<file path="config.mk">
export PLATFORM = sky130hd
export DESIGN_NAME = fifo_wr_arbiter_flat
export DESIGN_NICKNAME = d
export VERILOG_FILES = /design/src/rtl/fifo_pkg.sv /design/src/rtl/fifo_wr_arbiter_if.sv /design/src/rtl/sync_2ff.sv /design/src/rtl/fifo_wr_arbiter.sv /design/src/flat_wrapper.sv
export SDC_FILE = /design/constraint.sdc
export NUM_CORES = 1
export LEC_CHECK = 0
export BUFFER_PORTS_ARGS = -buffer_cell sky130_fd_sc_hd__buf_2
export CAP_MARGIN = 5
export CORE_UTILIZATION = 50
export CTS_BUF_LIST = sky130_fd_sc_hd__clkbuf_16
export DETAILED_ROUTE_END_ITERATION = 6
export PLACE_DENSITY = 0.83
export SLEW_MARGIN = 15
export SYNTH_ARGS = -nofsm -noshare
export SYNTH_HDL_FRONTEND = slang
export SYNTH_SLANG_ARGS = --single-unit
</file>
<file path="constraint.sdc">
create_clock -name wclk -period 2.85 [get_ports wclk]
set_input_delay 0.1425 -clock wclk [delete_from_list [all_inputs] [get_ports wclk]]
set_output_delay 0.1425 -clock wclk [all_outputs]
set_load 0.01 [all_outputs]
</file>
<file path="src/rtl/fifo_pkg.sv">
// Shared definitions for the async FIFO: data width, gray conversion and
// the write-arbiter state encoding.
package fifo_pkg;

    localparam int unsigned DATA_W = 4;

    typedef enum logic {IDLE, BURST} arb_state_e;

    // Callers size-cast the result down to their pointer width.
    function automatic logic [31:0] bin2gray(input logic [31:0] b);
        return b ^ (b >> 1);
    endfunction

endpackage

</file>
<file path="src/rtl/fifo_wr_arbiter_if.sv">
// Write-side bundle: requester handshake, RAM write port and pointer
// exchange with the read domain.
interface fifo_wr_arbiter_if
    import fifo_pkg::*;
#(
    parameter int unsigned n    = 5,
    parameter int unsigned NREQ = 4
);

    logic [NREQ-1:0]        req;
    logic [DATA_W*NREQ-1:0] req_data;
    logic [NREQ-1:0]        gnt;
    logic [n-1:0]           rptr_g;
    logic                   wen;
    logic [n-2:0]           waddr_g;
    logic [DATA_W-1:0]      wdata;
    logic [n-1:0]           wptr_g;
    logic                   wfull;

    modport master (
        output req, req_data, rptr_g,
        input  gnt, wen, waddr_g, wdata, wptr_g, wfull
    );

    modport slave (
        input  req, req_data, rptr_g,
        output gnt, wen, waddr_g, wdata, wptr_g, wfull
    );

endinterface

</file>
<file path="src/rtl/sync_2ff.sv">
// Two-flop synchroniser for gray-coded pointers crossing clock domains.
module sync_2ff #(
    parameter int unsigned WIDTH = 1
) (
    input  logic             clk,
    input  logic             rst_n,
    input  logic [WIDTH-1:0] d,
    output logic [WIDTH-1:0] q
);

    logic [WIDTH-1:0] s1;

    always_ff @(posedge clk or negedge rst_n) begin
        if (!rst_n) begin
            s1 <= '0;
            q  <= '0;
        end else begin
            s1 <= d;
            q  <= s1;
        end
    end

endmodule

</file>
<file path="src/rtl/fifo_wr_arbiter.sv">
// Write-side FIFO controller: round-robin/burst arbitration of NREQ requesters
// onto the single RAM write port, write pointer ownership and full flag.
module fifo_wr_arbiter
    import fifo_pkg::*;
#(
    parameter int unsigned n        = 5,
    parameter int unsigned NREQ     = 4,
    parameter int unsigned MAXBURST = 4
) (
    input  logic              wclk,
    input  logic              wrst_n,
    fifo_wr_arbiter_if.slave  bus
);

    localparam int unsigned IW = (NREQ > 1) ? $clog2(NREQ) : 1;
    localparam int unsigned CW = $clog2(MAXBURST + 1);
    localparam int unsigned AW = n - 1;

    arb_state_e        state;
    logic [IW-1:0]     owner, rr_ptr, winner, sel_idx;
    logic              win_valid;
    logic [CW-1:0]     cnt, cnt_inc;
    logic [NREQ-1:0]   gnt_c, gnt;
    logic              wen;
    logic [DATA_W-1:0] wdata_c;
    logic [n-1:0]      wbin, wbin_next, wgray_next, wptr_g, rq2, full_ptr;
    logic              wfull;

    sync_2ff #(
        .WIDTH (n)
    ) u_rsync (
        .clk   (wclk),
        .rst_n (wrst_n),
        .d     (bus.rptr_g),
        .q     (rq2)
    );

    // First requester at or after rr_ptr+1, cyclically.
    always_comb begin
        winner    = rr_ptr;
        win_valid = 1'b0;
        sel_idx   = rr_ptr;
        for (int k = 1; k <= int'(NREQ); k++) begin
            sel_idx = IW'((int'(rr_ptr) + k) % int'(NREQ));
            if (!win_valid && bus.req[sel_idx]) begin
                winner    = sel_idx;
                win_valid = 1'b1;
            end
        end
    end

    always_comb begin
        gnt_c = '0;
        unique case (state)
            IDLE:  if (!wfull && win_valid) gnt_c[winner] = 1'b1;
            BURST: if (!wfull && bus.req[owner]) gnt_c[owner] = 1'b1;
        endcase
    end

    // Grant is combinational, so it must be forced off while reset is held.
    assign gnt = wrst_n ? gnt_c : '0;
    assign wen = |gnt;

    always_comb begin
        wdata_c = '0;
        for (int i = 0; i < int'(NREQ); i++) begin
            if (gnt[i]) wdata_c = bus.req_data[DATA_W*i +: DATA_W];
        end
    end

    assign cnt_inc = cnt + CW'(1);

    always_ff @(posedge wclk or negedge wrst_n) begin
        if (!wrst_n) begin
            state  <= IDLE;
            owner  <= '0;
            cnt    <= '0;
            rr_ptr <= IW'(NREQ - 1);
        end else begin
            unique case (state)
                IDLE: begin
                    if (!wfull && win_valid) begin
                        rr_ptr <= winner;
                        owner  <= winner;
                        cnt    <= CW'(1);
                        state  <= (MAXBURST > 1) ? BURST : IDLE;
                    end
                end
                BURST: begin
                    if (!bus.req[owner]) begin
                        state <= IDLE;
                    end else if (!wfull) begin
                        cnt <= cnt_inc;
                        if (cnt_inc == CW'(MAXBURST)) state <= IDLE;
                    end
                end
            endcase
        end
    end

    assign wbin_next  = wbin + {{(n-1){1'b0}}, wen};
    assign wgray_next = n'(bin2gray(32'(wbin_next)));
    // Full when the next write pointer equals the read pointer with the top two bits inverted.
    assign full_ptr   = {~rq2[n-1:n-2], rq2[n-3:0]};

    always_ff @(posedge wclk or negedge wrst_n) begin
        if (!wrst_n) begin
            wbin   <= '0;
            wptr_g <= '0;
            wfull  <= 1'b0;
        end else begin
            wbin   <= wbin_next;
            wptr_g <= wgray_next;
            wfull  <= (wgray_next == full_ptr);
        end
    end

    // RAM address is the gray code of the low bits, not a slice of wptr_g.
    assign bus.waddr_g = AW'(bin2gray(32'(wbin[n-2:0])));
    assign bus.gnt     = gnt;
    assign bus.wen     = wen;
    assign bus.wdata   = wdata_c;
    assign bus.wptr_g  = wptr_g;
    assign bus.wfull   = wfull;

endmodule

</file>
<file path="src/flat_wrapper.sv">
// flat-port wrapper written by rule: the top's interface ports become plain ports
module fifo_wr_arbiter_flat import fifo_pkg::*;
#(
    parameter int unsigned n        = 5,
    parameter int unsigned NREQ     = 4,
    parameter int unsigned MAXBURST = 4
)
  (wclk, wrst_n, bus_req, bus_req_data, bus_rptr_g, bus_gnt, bus_wen, bus_waddr_g, bus_wdata, bus_wptr_g, bus_wfull);
  fifo_wr_arbiter_if #(.n(n), .NREQ(NREQ)) bus_i ();
  input  logic wclk;
  input  logic wrst_n;
  input wire logic [$bits(bus_i.req)-1:0] bus_req;
  input wire logic [$bits(bus_i.req_data)-1:0] bus_req_data;
  input wire logic [$bits(bus_i.rptr_g)-1:0] bus_rptr_g;
  output wire logic [$bits(bus_i.gnt)-1:0] bus_gnt;
  output wire logic [$bits(bus_i.wen)-1:0] bus_wen;
  output wire logic [$bits(bus_i.waddr_g)-1:0] bus_waddr_g;
  output wire logic [$bits(bus_i.wdata)-1:0] bus_wdata;
  output wire logic [$bits(bus_i.wptr_g)-1:0] bus_wptr_g;
  output wire logic [$bits(bus_i.wfull)-1:0] bus_wfull;
  assign bus_i.req = bus_req;
  assign bus_i.req_data = bus_req_data;
  assign bus_i.rptr_g = bus_rptr_g;
  assign bus_gnt = bus_i.gnt;
  assign bus_wen = bus_i.wen;
  assign bus_waddr_g = bus_i.waddr_g;
  assign bus_wdata = bus_i.wdata;
  assign bus_wptr_g = bus_i.wptr_g;
  assign bus_wfull = bus_i.wfull;
  fifo_wr_arbiter #(.n(n), .NREQ(NREQ), .MAXBURST(MAXBURST)) u_core (.wclk(wclk), .wrst_n(wrst_n), .bus(bus_i));
endmodule
</file>
==> results of run 1 <==
==> stage by stage <==
stage	instances	hold slack, ns	instance area (um^2)
5_1_grt	228	0.353	1900
3_3_place_gp	218	0.216	1720
2_1_floorplan	141	-0.153	1450
6_report	228	0.349	1900
4_1_cts	228	0.351	1890
3_5_place_dp	218	0.223	1720
==> worst max-delay path, delay by kind of cell, from the launching register on <==
family                 cells  cell delay (ns)
buffers and inverters      1             0.13
AO/OA/AOI/OAI              4             1.07
AND/OR/NAND/NOR            2             0.44
flip-flops                 1             0.56
==> how the worst max path moves through the flow <==
stage	from	end	slack (ns)	depth (start not counted)
CTS	u_core.bus.wfull	u_core.bus.wfull	0.13	10
detailed placement	bus_req[2]	u_core.bus.wfull	0.16	11
global placement	bus_req[2]	u_core.bus.wfull	0.27	11
finish	u_core.rr_ptr[0]	bus_wdata[2]	0.24	7
floorplan	u_core.bus.wfull	u_core.bus.wfull	0.16	10
global route	u_core.bus.wfull	u_core.bus.wfull	0.02	10
==> logic make-up (layout without fill, tap and decap cells) <==
kind of cell / Yosys count / after routing
compound gates: 36 / 36
xor+xnor: 12 / 12
fa+ha+maj: 6 / 6
buf+inv: 14 / 70
flops: 28 / 28
mux: 1 / 1
simple gates: 44 / 44
==> registers in the layout, summed over array words and instances (netlist names) <==
register,flops
u_core.wbin,5
u_core.u_rsync.s1,5
u_core.bus.wfull,1
u_core.state,1
u_core.rr_ptr,2
u_core.owner,2
u_core.cnt,3
u_core.u_rsync.q,5
u_core.bus.wptr_g,4
==> synth_stat cells, types with 3 or more instances <==
cell | count | area [um^2]
dfrtp_1 | 26 | 651
inv_1 | 11 | 41.3
nand2_1 | 10 | 37.5
nor2_1 | 9 | 33.8
xor2_1 | 9 | 78.8
o21ai_0 | 7 | 35.0
a21oi_1 | 6 | 30.0
ha_1 | 6 | 75.1
nor3_1 | 5 | 25.0
a221oi_1 | 4 | 35.0
a32o_1 | 4 | 40.0
nand2b_1 | 4 | 25.0
o221ai_1 | 4 | 35.0
or2_2 | 4 | 25.0
nor2b_1 | 3 | 18.8
o21a_1 | 3 | 22.5
xnor2_1 | 3 | 26.3
==> area by class of cell <==
type / instances / share of cell area [%]
Tap cell: 31 / 2.04
Timing Repair Buffer: 55 / 16.6
Multi-Input combinational cell: 99 / 36.8
Clock buffer: 3 / 3.94
Inverter: 11 / 2.17
Sequential cell: 28 / 36.9
Clock inverter: 1 / 1.58
==> repair_timing <==
action	in CTS	in global routing
hold buffers	6	0
resized for setup	0	2
hold endpoints to repair	31	0
setup endpoints to repair	0	1
==> power by group <==
| part | switching (W) | internal, W |
|---|---|---|
| Clock | 0.000128 | 0.000279 |
| Combinational | 0.000669 | 0.000518 |
| Sequential | 0.000110 | 0.000549 |
==> layer usage <==
metal  vias up  part of all wire [%]
met5         -                     0
met4         0                   1.1
met3         6                   5.8
met2        51                    51
met1       622                    42
li1        613                     -
==> impl_results.md, run 1 <==
* Via count at 1292
* Length in cells of the worst reg-to-reg path at 10
* Slew HR at 61.0%
* Most frequent cells in the layout: buf_2, dfrtp_1, inv_1
* # DRC at 0
* Outcome: finished clean
* GPL Wtd Cong at 0.939
* Synth Area in XOR/XNOR at 7.25%
* Die Y at 55.8 um
* Vias in the first global route at 1195
* Critical path arrival at 2.47 ns
* Main flop type after synthesis: dfrtp_1
* Worst Hold Endpoint: u_core.u_rsync.q[2]
* Worst-margin pin slew at 0.584 ns
* Async SR Flop Fraction at 100%
* Flop-to-flop setup slack at 0.26 ns
* Mapped cell area at 1450 um^2
* Synth Area in Compound Gates at 18.4%
* Worst path max stage delay at 0.56 ns
* GR peak layer: met2
* Met3 usage at 4.88%
* RR Startpoint: u_core.bus.wfull
* WL final at 3340 um
* Clk sinks at 28
* Tcrit/Tclk final at 91.6%
* Gr usage total at 21.9%
* First-pass GRT wire length at 5330 um
* Initial core utilization at 52.5%
* Crit path kind: register to output port
* Layout area overhead at 31.3%
* Post-synth net total at 174
* Crit path max fanout at 8
* Commonest non-fill, non-tap cell in the layout: buf_2
* Cell row count at 19
* First-pass iteration count of the detailed router at 4
* Reg area at 703 um^2
* CTS tree: done
* Peak VDD IR at 1.02 mV
* I/O pin count at 46
* Antenna violations before repair at 0
* Largest family of logic cells by synthesized area: compound AO/OA/AOI/OAI gates
* Setup ws final at 0.239 ns
* Post-DR vias/cell at 5.67
* Crit start category: register
* TNS Setup at 0 ns
* Endpoints failing hold at 0
* Post-route ant nets at 0
* Mux share of post-synthesis cell area at 0.691%
* Setup Fix Bufs, Post-CTS at 0
* Core region area at 2760 um^2
* Max-slew violation count at 0
* Total Nets Final at 231
* IO Port Bufs at 45
* Pwr dens at 1180 nW/um^2
* DIE WIDTH at 55.8 um
* Slowest CP cell: dfstp_2
* Met1 Track Usage GR at 29.5%
* Maximum clock path buffer count at 2
* RR Endpoint: u_core.bus.wfull
* CTS buffer count at 3
* CP required at 2.71 ns
* Worst skew pair latency at 0.26 ns
* Post-synthesis sequential area ratio at 48.5%
* Final setup skew at 0.00379 ns
* FF+latch count, synth at 28
* Fillcell total at 201
* Initial DRC Count at 84
* H-tree depth at 1
* Multi-input logic area at 699 um^2
* Leak at 0.912 nW
* Grt total ovfl at 0
* Post-synth EDFFs at 0
* HPWL after DPL at 2420 um
* Most used cell, CP: a21oi_1
* Syn Inst Count at 141
* Final Power at 0.00225 W
* RSZ-0062 raised after global routing: no
* Max-Cap Viols at 0
* CP endpoint kind: output port
* Met2 Use GR at 35.8%
* Post-Synth Adder-Cell Area at 5.18%
* ANT cells at 0
* Largest net degree at the start of global routing at 34
* Syn_area_per_cell at 10.3 um^2
* Cells along the critical path: nand2b_1 > o21ai_0 > a21oi_1 > a21oi_1 > or2_2 > a32o_1 > buf_2
* Worst Hold Class: register to register
* Die area at 3120 um^2
* Count of cell types in the netlist at 35
* DR WL/cell at 14.7 um
* Clk slew on worst S/H paths at 0.07 ns
* Tmin final at 2.61 ns
* Max Freq at 0.383 GHz
* Layout cells sized above 1 at 32.5%
* Utilization after layout at 69.0%
* Place WS at 0.160 ns
* Hold path depth at 0
* Post-synthesis simple-gate area fraction at 15.7%
* Hold path startpoint: u_core.u_rsync.s1[2]
* Yosys warning count at 0
* Clk root buf: clkbuf_16
* Setup violators final at 0
No activity file was read; power rests on OpenSTA's default activity.
==> run 2: changes to the inputs <==
- CORE_MARGIN: not set -> 2
- CORE_UTILIZATION: 50 -> 35
- PLACE_DENSITY: 0.83 -> 0.62
==> run 2 against run 1 <==
Against the previous run:
- utilization is 21 points lower
- register-to-register slack gained 0.05 ns
- worst setup slack gained 0.074 ns
- critical path type is now register to register
- sequential share of layout area fell by 0.46 points
- via count decreased by 4.9%
- maximum frequency is 2.9% higher
- cell area grew 1.2%
- clock power down 1%
==> impl_results.md, run 2 (synthesis results as in run 1) <==
* IO Port Bufs at 45
* Gr usage total at 13.9%
* H-tree depth at 1
* Clk root buf: clkbuf_16
* First-pass GRT wire length at 4850 um
* ANT cells at 0
* Max-Cap Viols at 0
* Vias in the first global route at 1094
* Most frequent cells in the layout: buf_2, dfrtp_1, inv_1
* TNS Setup at 0 ns
* Final setup skew at 0.00171 ns
* # DRC at 0
* Initial core utilization at 36.2%
* Peak VDD IR at 0.717 mV
* Place WS at 0.281 ns
* Flop pwr share at 29.2%
* Cell row count at 23
* I/O pin count at 46
* Hold buffer count at cts at 6
* Post-DR vias/cell at 4.94
* Core region area at 4000 um^2
* Post-CTS sizing at 0
* Setup Fix Bufs, Post-CTS at 0
* Largest net degree at the start of global routing at 34
* Clock power share at 18.0%
* Multi-input logic area at 684 um^2
* Pwr dens at 1160 nW/um^2
* Critical path arrival at 2.71 ns
* Fillcell total at 376
* Post-placement cell count at 239
* Setup ws final at 0.313 ns
* Top flop regs: u_core.u_rsync.q (5), u_core.u_rsync.s1 (5), u_core.wbin (5)
* Worst-margin pin slew at 0.427 ns
* RR Startpoint: u_core.bus.wfull
* Crit path kind: register to register
* GPL Wtd Cong at 0.846
* Layout cells sized above 1 at 32.2%
* Max Freq at 0.394 GHz
* Grt total ovfl at 0
* Clk slew on worst S/H paths at 0.06 ns
* Worst skew pair latency at 0.26 ns
* End point of the critical path: u_core.bus.wfull
* Flop-to-flop setup slack at 0.31 ns
* Die area at 4670 um^2
* Endpoints failing hold at 0
* Crit path max fanout at 6
* Leak at 0.920 nW
* Die Y at 68.3 um
* HPWL after DPL at 2380 um
* CP required at 3.02 ns
* RR Endpoint: u_core.bus.wfull
* Tcrit/Tclk final at 89.0%
* Switching pwr at 0.000871 W
* Total Nets Final at 233
* Tmin final at 2.54 ns
* Setup violators final at 0
* Crit. Startpoint: u_core.bus.wfull
* CP endpoint kind: register
* Internal power at 0.00136 W
* Post-route ant nets at 0
* Clk sinks at 28
* Reg area at 703 um^2
* Cell Count, Final, Fillers Out at 249
* Final Power at 0.00223 W
* CTS tree: done
* Sw frac at 39.0%
* Maximum clock path buffer count at 2
* Commonest non-fill, non-tap cell in the layout: buf_2
* Gate power share at 52.8%
* Max-slew violation count at 0
* First-pass iteration count of the detailed router at 4
* Antenna violations before repair at 0
* Outcome: finished clean
* WL final at 3160 um
* DR WL/cell at 12.7 um
* Length in cells of the worst reg-to-reg path at 10
* RSZ-0062 raised after global routing: no
* Crit start category: register
* DIE WIDTH at 68.3 um
* Slew HR at 71.3%
* CTS buffer count at 3
* Via count at 1229
* Worst Hold Class: register to register
* Initial DRC Count at 53
* Layout area overhead at 33.0%
run 2: stage by stage:
step	utilization, %	cell area, um^2	hold WS [ns]
final	48.2	1930	0.348
after CTS	48.2	1930	0.352
after detailed placement	44.0	1760	0.220
after floorplan	-	1450	-0.153
after global routing	48.2	1930	0.356
after global placement	44.0	1760	0.224
run 2: worst min-delay path by stage:
stage                    startpoint                  end  cells past startpoint
3_5_place_dp                 wrst_n         u_core.state                      2
3_3_place_gp                 wrst_n         u_core.state                      2
6_report       u_core.u_rsync.s1[0]  u_core.u_rsync.q[0]                      0
5_1_grt        u_core.u_rsync.s1[0]  u_core.u_rsync.q[0]                      0
2_1_floorplan                wrst_n     u_core.bus.wfull                      0
4_1_cts        u_core.u_rsync.s1[0]  u_core.u_rsync.q[0]                      0
run 2: layout make-up:
| cell class | count | share of cell area, % |
|---|---|---|
| clock inverters | 1 | 1.56 |
| inverters | 11 | 2.14 |
| well taps | 50 | 3.25 |
| repair buffers | 57 | 17.1 |
| flip-flops and latches | 28 | 36.5 |
| multi-input cells | 99 | 35.5 |
| clock buffers | 3 | 3.90 |
run 2: power groups by stage:
stage / logic [W] / clock network [W] / registers, W
4_1_cts: 0.00119 / 0.000415 / 0.000653
6_report: 0.00118 / 0.000403 / 0.000651
3_5_place_dp: 0.00117 / 0 / 0.000658
2_1_floorplan: 0.000806 / 0 / 0.000656
3_3_place_gp: 0.00116 / 0 / 0.000660
5_1_grt: 0.00132 / 0.000430 / 0.000670
run 2: layer usage:
| layer | wire, um | GRT usage (%) |
|---|---|---|
| met1 | 1330 | 17.8 |
| met2 | 1670 | 24.5 |
| met3 | 143 | 2.96 |
| met4 | 12 | 2.25 |
| met5 | 0 | 0 |
run 2: critical path: stages (launching register included):
cell	delay, ns
dfrtp_1	0.42
nand2b_1	0.19
nor4_1	0.34
o41a_1	0.21
ha_1	0.18
ha_1	0.19
xor2_1	0.25
xor2_1	0.24
xnor2_1	0.14
o211ai_1	0.10
nor3_1	0.19
